## src/rtl/led_bar_pkg.sv

```systemverilog
// Shared types and constants for the LED bar-graph sequencer.
package led_bar_pkg;

    typedef enum logic [1:0] {CLEAR, ACQ, PUBLISH} state_t;

    // 10 Hz refresh with a 100 MHz clk
    localparam int DEFAULT_REFRESH_CYC = 10_000_000;

    function automatic int tick_cnt_w(input int refresh_cyc);
        return (refresh_cyc > 1) ? $clog2(refresh_cyc) : 1;
    endfunction

endpackage

```

## src/rtl/led_bar_ctrl_refresh_tick_gen.sv

```systemverilog
// Free-running refresh counter; emits a one-cycle tick on its last count.
module refresh_tick_gen
    import led_bar_pkg::*;
#(
    parameter int REFRESH_CYC = DEFAULT_REFRESH_CYC
) (
    input  logic clk,
    input  logic rst_n,
    input  logic clr,
    output logic tick
);

    localparam int CNT_W = tick_cnt_w(REFRESH_CYC);
    localparam logic [CNT_W-1:0] LAST = CNT_W'(REFRESH_CYC - 1);

    logic [CNT_W-1:0] cnt_q;

    always_ff @(posedge clk) begin
        if (!rst_n || clr) begin
            cnt_q <= '0;
        end else if (cnt_q == LAST) begin
            cnt_q <= '0;
        end else begin
            cnt_q <= cnt_q + 1'b1;
        end
    end

    assign tick = !clr && (cnt_q == LAST);

endmodule

```

## src/rtl/led_bar_ctrl.sv

```systemverilog
// Source select, refresh throttling, peak-hold and stale blanking for the LED bar driver.
//
// state   | meaning
// CLEAR   | one-cycle bar clear, latch source select, drop pending sample/peak
// ACQ     | accept samples until the refresh tick
// PUBLISH | one-cycle update strobe carrying the captured value
module led_bar_ctrl
    import led_bar_pkg::*;
#(
    parameter int DATA_W      = 12,
    parameter int N_SRC       = 3,
    parameter int REFRESH_CYC = DEFAULT_REFRESH_CYC,
    parameter int HOLD_TICKS  = 10,
    parameter int STALE_TICKS = 5,
    localparam int SEL_W      = (N_SRC > 1) ? $clog2(N_SRC) : 1
) (
    input  logic                    clk,
    input  logic                    rst_n,
    input  logic [N_SRC*DATA_W-1:0] src_data_i,
    input  logic [N_SRC-1:0]        src_valid_i,
    output logic [N_SRC-1:0]        src_ready_o,
    input  logic [SEL_W-1:0]        sel_i,
    input  logic                    hold_en_i,
    output logic [DATA_W-1:0]       bar_din_o,
    output logic                    bar_update_o,
    output logic                    bar_clr_o,
    output logic                    stale_o
);

    localparam int HOLD_W  = $clog2(HOLD_TICKS + 1);
    localparam int STALE_W = $clog2(STALE_TICKS + 1);
    localparam logic [HOLD_W-1:0]  HOLD_MAX  = HOLD_W'(HOLD_TICKS);
    localparam logic [STALE_W-1:0] STALE_MAX = STALE_W'(STALE_TICKS);

    state_t state, state_nxt;

    logic [SEL_W-1:0]   sel_eff, sel_q;
    logic [DATA_W-1:0]  sample_q, sample_nxt, src_sel_data, bar_din_q;
    logic [HOLD_W-1:0]  hold_cnt_q;
    logic [STALE_W-1:0] stale_cnt_q;
    logic               have_sample_q, peak_held_q, stale_q, clr_pulse_q;
    logic               tick, xfer, sel_change, publish_go, clr_fsm;

    refresh_tick_gen #(.REFRESH_CYC(REFRESH_CYC)) u_tick (
        .clk   (clk),
        .rst_n (rst_n),
        .clr   (state == CLEAR),
        .tick  (tick)
    );

    assign sel_eff      = (32'(sel_i) < N_SRC) ? sel_i : '0;
    assign sel_change   = (sel_eff != sel_q);
    assign src_sel_data = src_data_i[sel_q*DATA_W +: DATA_W];
    assign xfer         = (state == ACQ) && src_valid_i[sel_q];

    always_comb begin
        sample_nxt = sample_q;
        if (xfer) begin
            if (hold_en_i && (sample_q > src_sel_data)) begin
                sample_nxt = sample_q;
            end else begin
                sample_nxt = src_sel_data;
            end
        end
    end

    // A retained peak is republished once after hold is switched off.
    assign publish_go = tick && (have_sample_q || xfer || (peak_held_q && !hold_en_i));

    always_comb begin
        state_nxt    = state;
        src_ready_o  = '0;
        bar_update_o = 1'b0;
        clr_fsm      = 1'b0;
        case (state)
            CLEAR: begin
                clr_fsm   = 1'b1;
                state_nxt = ACQ;
            end
            ACQ: begin
                src_ready_o = '1;
                if (sel_change) begin
                    state_nxt = CLEAR;
                end else if (publish_go) begin
                    state_nxt = PUBLISH;
                end
            end
            PUBLISH: begin
                bar_update_o = 1'b1;
                state_nxt    = sel_change ? CLEAR : ACQ;
            end
            default: state_nxt = CLEAR;
        endcase
        // Reset owns the cycle: no strobe or ready while rst_n is low.
        if (!rst_n) begin
            src_ready_o  = '0;
            bar_update_o = 1'b0;
            clr_fsm      = 1'b0;
        end
    end

    assign bar_clr_o = rst_n && (clr_fsm || clr_pulse_q);
    assign bar_din_o = bar_din_q;
    assign stale_o   = stale_q;

    always_ff @(posedge clk) begin
        if (!rst_n) begin
            state         <= CLEAR;
            sel_q         <= '0;
            sample_q      <= '0;
            bar_din_q     <= '0;
            hold_cnt_q    <= '0;
            stale_cnt_q   <= '0;
            have_sample_q <= 1'b0;
            peak_held_q   <= 1'b0;
            stale_q       <= 1'b0;
            clr_pulse_q   <= 1'b0;
        end else begin
            state       <= state_nxt;
            clr_pulse_q <= 1'b0;
            if (!hold_en_i) begin
                hold_cnt_q <= '0;
            end
            case (state)
                CLEAR: begin
                    sel_q         <= sel_eff;
                    sample_q      <= '0;
                    have_sample_q <= 1'b0;
                    peak_held_q   <= 1'b0;
                    hold_cnt_q    <= '0;
                end
                ACQ: begin
                    if (!sel_change) begin
                        sample_q <= sample_nxt;
                        if (xfer) begin
                            have_sample_q <= 1'b1;
                        end
                        // Strobe and data leave together so the driver latches a settled value.
                        if (publish_go) begin
                            bar_din_q <= sample_nxt;
                        end else if (tick && (stale_cnt_q != STALE_MAX)) begin
                            stale_cnt_q <= stale_cnt_q + 1'b1;
                            if (stale_cnt_q == STALE_MAX - 1'b1) begin
                                stale_q     <= 1'b1;
                                clr_pulse_q <= 1'b1;
                            end
                        end
                    end
                end
                PUBLISH: begin
                    have_sample_q <= 1'b0;
                    stale_cnt_q   <= '0;
                    stale_q       <= 1'b0;
                    if (!hold_en_i) begin
                        sample_q    <= '0;
                        peak_held_q <= 1'b0;
                    end else if (hold_cnt_q == HOLD_MAX - 1'b1) begin
                        sample_q    <= '0;
                        hold_cnt_q  <= '0;
                        peak_held_q <= 1'b0;
                    end else begin
                        hold_cnt_q  <= hold_cnt_q + 1'b1;
                        peak_held_q <= 1'b1;
                    end
                end
                default: ;
            endcase
        end
    end

endmodule

```

## config.mk

```make
export PLATFORM = sky130hd
export DESIGN_NAME = led_bar_ctrl
export DESIGN_NICKNAME = d
export VERILOG_FILES = /design/src/rtl/led_bar_pkg.sv /design/src/rtl/led_bar_ctrl_refresh_tick_gen.sv /design/src/rtl/led_bar_ctrl.sv
export SDC_FILE = /design/constraint.sdc
export NUM_CORES = 1
export LEC_CHECK = 0
export ABC_CLOCK_PERIOD_IN_PS = 4900
export CORE_MARGIN = 3
export CORE_UTILIZATION = 34
export CTS_BUF_LIST = sky130_fd_sc_hd__clkbuf_4
export DETAILED_ROUTE_END_ITERATION = 16
export PLACE_DENSITY = 0.55
export SLEW_MARGIN = 25
export SYNTH_ARGS = -nofsm -noshare
export SYNTH_HDL_FRONTEND = slang
export SYNTH_HIERARCHICAL = 1
export SYNTH_SLANG_ARGS = --single-unit
```

## constraint.sdc

```tcl
create_clock -name clk -period 4.9 [get_ports clk]
set_input_delay 0.98 -clock clk [delete_from_list [all_inputs] [get_ports clk]]
set_output_delay 0.98 -clock clk [all_outputs]
set_load 0.02 [all_outputs]
```

==> results of run 1 <==
## sequential cells by signal, indices dropped and copies added, names as in the netlist
signal         cells
sel_q              2
state              2
have_sample_q      1
hold_cnt_q         4
sample_q          12
u_tick/cnt_q      24
peak_held_q        1
bar_din_o         12
stale_o            1
stale_cnt_q        3
clr_pulse_q        1
## through the flow
step                      instances  area (um^2)  util (%)
final                           600         4310      43.7
after global routing            600         4310      43.7
after CTS                       600         4310      43.7
after detailed placement        584         4180      42.4
after global placement          584         4180      42.4
after floorplan                 405         3480         -
## cell families after synthesis
group,synth area share (%)
XOR/XNOR,3.77
multiplexers,7.47
AO/OA/AOI/OAI,18.5
buffers and inverters,6.32
flip-flops,36.2
adder cells (fa/ha/maj),5.75
AND/OR/NAND/NOR,21.9
## power by group
part | leakage [uW] | switching (uW) | internal, uW | total, uW
combinational | 0.000941 | 72.6 | 71.3 | 144
clock | 0.0000691 | 193 | 151 | 344
sequential | 0.000508 | 8.46 | 516 | 524
## layout make-up
cell class	instances	share of cell area [%]
multi-input combinational	295	46.4
sequential	63	29.3
timing repair buffer	66	15.0
tap	133	3.86
inverter	27	2.35
clock buffer	9	1.57
clock inverter	7	1.48
## synthesized netlist by cell type (8+ instances only)
cell	number
clkbuf_1	9
or4_1	10
xnor2_1	10
nand4_1	8
nand3_1	9
o21ai_0	19
a21oi_1	21
o31ai_1	8
ha_1	16
o21ai_1	13
nor2_1	31
mux2i_1	26
nand2_1	44
a22o_1	12
dfxtp_1	63
inv_1	26
## layer usage
layer / GRT usage, % / vias up / part of all wire [%]
li1: - / 1581 / -
met1: 18.2 / 1408 / 47
met2: 23.9 / 62 / 47
met3: 3.91 / 6 / 4.8
met4: 4.38 / 0 / 0.84
met5: 0 / - / 0
## path summary, 6_finish.rpt
check,startpoint,to,depth (start not counted)
max,rst_n,bar_clr_o,4
min,bar_din_o[0]$_SDFFE_PN0P_,bar_din_o[0]$_SDFFE_PN0P_,2
max reg2reg,sel_q[1]$_SDFFE_PN0P_,bar_din_o[3]$_SDFFE_PN0P_,11
min reg2reg,bar_din_o[0]$_SDFFE_PN0P_,bar_din_o[0]$_SDFFE_PN0P_,2
## worst max-delay path, stage by stage
cell and delay, ns:
clkdlybuf4s50_1 0.72, clkinv_1 0.36, nor2_1 0.18, clkdlybuf4s50_1 0.62
==> key figures, run 1 <==
Logic synthesis
  • Synth cell types: 55
  • Post-Syn Instances: 405
  • Synth area leaders: dfxtp_1, mux2i_1, ha_1
  • Main synth FF type: dfxtp_1
  • Ys Warns: 6
  • Mapped cell area: 0.00348 mm^2
  • Synth Area per Inst: 8.60 um^2
  • EDFF count, synth: 0
  • Yosys top cell area share: 36.2%
  • Async SR Flop Fraction: 0%
  • Yosys reg bits: 63
  • Synth area leader: dfxtp_1
  • Sequential cell area fraction in the yosys report: 36.2%
  • Synth Net Count: 465

Placement
  • IO buf count: 61
  • Gpl congestion: 0.782
  • Worst slack, placed: 1.02 ns
  • HPWL Detailed: 6120 um

Floorplan
  • Die area: 0.0115 mm^2
  • Die Span X: 107 um
  • Rows: 36
  • Effective utilization at floorplan: 35.3%
  • IO Count: 62
  • Core Area: 0.00986 mm^2
  • Die H: 107 um

Finish
  • Most frequent cells in the layout: dfxtp_1, clkdlybuf4s50_1, nand2_1
  • Layout cell share with drive strength beyond 1: 6.21%
  • Layout net count: 522
  • P&R area growth vs syn: 23.8%
  • ANT cells: 0
  • Area of the multi-input gates: 0.00200 mm^2
  • Filler cell count: 968
  • Register area: 0.00126 mm^2
  • Most common cell after layout, fill and taps aside: dfxtp_1

STA
  • Final setup TNS: 0 ns
  • Endpoints failing setup: 0
  • Worst slew margin: 33.9%
  • Final setup margin: 1.06 ns
  • Final Hold Vio Count: 0
  • Setup Skew: 0.0196 ns
  • Hold slack: 0.451 ns
  • Worst Max-Slew Pin Slew: 0.989 ns
  • RSZ-0062 raised after global routing: no
  • Fmax: 260 MHz
  • Period utilization: 78.4%
  • Post-route minimum period: 3.84 ns
  • Pins Over Slew Limit: 0

Power
  • Worst vdd ir: 0.145 mV
  • Leakage: 0.00152 uW
  • Pwr dens: 235 mW/mm^2
  • Design Power: 1010 uW

Clock tree
  • Deepest level of the CTS H-tree: 3
  • CTS tree: yes
  • CTS Buf Count: 9
  • Reg clk slew, reported paths: 0.10 ns
  • CTS Hold Buffers Added: 0
  • Root buffer cell: clkbuf_4
  • Num Clock Sinks: 63
  • Clk_lat worst skew: 0.41 ns
  • Post-CTS setup buffer count: 0
  • Worst-case clock buffer depth: 2
  • Post-CTS sizing: 0

Global routing
  • Vias in the first global route: 2843
  • GRT Util Overall: 14.4%
  • Initial antenna violation count: 0
  • Total grt overflow: 0
  • First-pass GRT wire length: 13600 um
  • Largest net degree at the start of global routing: 25

Route
  • Vias per cell: 5.10
  • # DRC: 0
  • Drt total wl: 8260 um
  • Drt wl/cell: 13.8 um
  • DR iter-0 viols: 70
  • TritonRoute pass-1 iters: 4
  • ANT nets after route: 0
  • Via Count: 3057

Critical path
  • Crit start category: input pin
  • R2R Setup Slk: 1.53 ns
  • Crit path max fanout: 9
  • Worst Path Arrival: 2.86 ns
  • Worst Setup End Kind: output port
  • Critical path class: in2out
  • Required time worst endpoint: 3.92 ns

Run
  • MaxCap Viol Count: 0

Outcome
  • Status: finished, final reports clean

Worst hold path
  • Worst min-delay path category: reg2reg
Power figures use the tool's default switching activity.
==> inputs of run 2 (changes only) <==
Settings changed: ABC_CLOCK_PERIOD_IN_PS 4900 to 3900.
Clock period 4.9 ns to 3.9 ns, I/O delays scaled along.
==> run 2 against run 1 <==
Compared with the run above: die area unchanged; clock power up 44%; largest cell class unchanged; sequential power increased by 25%; power grew 32%; sequential share of layout area decreased by 0.32 points; wire length decreased by 2.0%; worst setup slack got worse by 0.40 ns; worst hold slack better by 0.0011 ns; core utilization is 0.48 points higher; critical path type is now reg2reg; flip-flop and latch count stayed put; first-iteration DRC count grew 110%.
==> key figures, run 2 (same netlist as run 1, synthesis figures left out) <==
Clock tree
  • Post-CTS sizing: 0
  • Root buffer cell: clkbuf_4
  • Post-CTS setup buffer count: 0
  • CTS tree: yes
  • Clk_lat worst skew: 0.41 ns
  • CTS Hold Buffers Added: 0
  • Deepest level of the CTS H-tree: 3
  • Reg clk slew, reported paths: 0.11 ns
  • Worst-case clock buffer depth: 2
  • CTS Buf Count: 9
  • Num Clock Sinks: 63

STA
  • Final Hold Vio Count: 0
  • RSZ-0062 raised after global routing: no
  • Fmax: 309 MHz
  • Period utilization: 83.1%
  • Final setup TNS: 0 ns
  • Worst Max-Slew Pin Slew: 0.988 ns
  • Worst slew margin: 33.9%
  • Setup Skew: 0.0175 ns
  • Endpoints failing setup: 0
  • Post-route minimum period: 3.24 ns
  • Pins Over Slew Limit: 0

Route
  • Drt wl/cell: 13.4 um
  • Vias per cell: 5.07
  • DR iter-0 viols: 148
  • ANT nets after route: 0
  • Drt total wl: 8100 um
  • Via Count: 3058
  • # DRC: 0
  • TritonRoute pass-1 iters: 4

Power
  • Worst vdd ir: 0.160 mV
  • Pwr dens: 307 mW/mm^2
  • Leakage: 0.00155 uW

Critical path
  • Slowest stage delay, CP: 0.50 ns
  • Slowest cell on crit path: dfxtp_1
  • Crit. Startpoint: sel_q[1]$_SDFFE_PN0P_
  • Worst Setup End Kind: flop
  • Critical path class: reg2reg
  • R2R Setup Slk: 0.66 ns
  • Crit path max fanout: 13
  • Critical path, cell by cell: buf_4 > mux2i_1 > o21ai_0 > inv_1 > ha_1 > a21oi_1 > o21ai_0 > a221o_1 > o21ai_0 > and3_1 > a22o_1
  • Cell mode on critical path: o21ai_0
  • Crit start category: flop
  • Worst Path Arrival: 3.58 ns
  • Required time worst endpoint: 4.24 ns
  • Reg-to-Reg Start: sel_q[1]$_SDFFE_PN0P_

Global routing
  • GRT Util Overall: 14.9%
  • Largest net degree at the start of global routing: 25
  • Vias in the first global route: 2954
  • First-pass GRT wire length: 14000 um
  • Total grt overflow: 0
  • Initial antenna violation count: 0

Floorplan
  • Die Span X: 107 um
  • Die H: 107 um
  • Effective utilization at floorplan: 35.3%
  • Core Area: 0.00986 mm^2
  • Die area: 0.0115 mm^2
  • Rows: 36
  • IO Count: 62

Placement
  • Gpl congestion: 0.759
  • IO buf count: 61
  • HPWL Detailed: 6030 um

Finish
  • P&R area growth vs syn: 25.1%
  • Biggest register: u_tick/cnt_q
  • Final core utilization: 44.2%
  • Layout net count: 526
  • Most frequent cells in the layout: dfxtp_1, clkdlybuf4s50_1, nand2_1
  • Max reg flops: 24
  • Layout cell share with drive strength beyond 1: 6.81%
  • Most common cell after layout, fill and taps aside: dfxtp_1
  • ANT cells: 0

Worst hold path
  • Hold path start: bar_din_o[0]$_SDFFE_PN0P_
  • Worst min-delay path category: reg2reg

Outcome
  • Status: finished, final reports clean

Run
  • MaxCap Viol Count: 0
-- run 2: cell count changes in the layout (fill, tap and decap cells not counted), sizes merged --
cell / change
buf: +4
bufinv: +1
clkbuf: +1
clkinv: -1
clkinvlp: -2
-- run 2: layout make-up --
type	instances	area, um^2
multi-input combinational	295	2000
inverter	27	101
fill	966	5510
timing repair buffer	70	678
clock inverter	5	73.8
clock buffer	10	75.1
sequential	63	1260
tap	133	166
-- run 2: power breakdown --
group | switching (uW) | internal (uW)
clock network | 234 | 260
logic | 94.3 | 92.9
registers | 8.35 | 648
-- run 2: critical path, delay by kind of cell, from the launching register on --
kind	cells	cell delay, ns
flops	1	0.50
fa+ha+maj	1	0.30
mux	1	0.10
compound gates	6	1.38
buf+inv	2	0.40
simple gates	1	0.50
-- run 2: final timing paths --
| kind | end | depth (start not counted) |
|---|---|---|
| setup / recovery | sample_q[0]$_SDFFE_PN0P_ | 11 |
| hold / removal | bar_din_o[0]$_SDFFE_PN0P_ | 2 |
| setup reg to reg | sample_q[0]$_SDFFE_PN0P_ | 11 |
| hold reg to reg | bar_din_o[0]$_SDFFE_PN0P_ | 2 |
-- run 2: per-layer routing --
metal | vias up | track usage, % | part of all wire [%]
met2 | 57 | 24.3 | 45
met1 | 1407 | 18.8 | 48
met5 | - | 0 | 0
met4 | 0 | 4.20 | 1.5
met3 | 11 | 4.76 | 5.0
li1 | 1583 | - | -
-- run 2: metrics by stage --
stage / total power (uW) / setup slack (ns) / hold slack (ns) / area (um^2) / instances
6_report: 1340 / 0.660 / 0.452 / 4360 / 603
5_1_grt: 1410 / 0.333 / 0.490 / 4360 / 603
4_1_cts: 1360 / 0.637 / 0.457 / 4360 / 603
3_5_place_dp: 860 / 0.259 / 0.441 / 4210 / 588
3_3_place_gp: 859 / 0.271 / 0.437 / 4210 / 588
2_1_floorplan: 781 / 0.954 / 0.430 / 3480 / 405
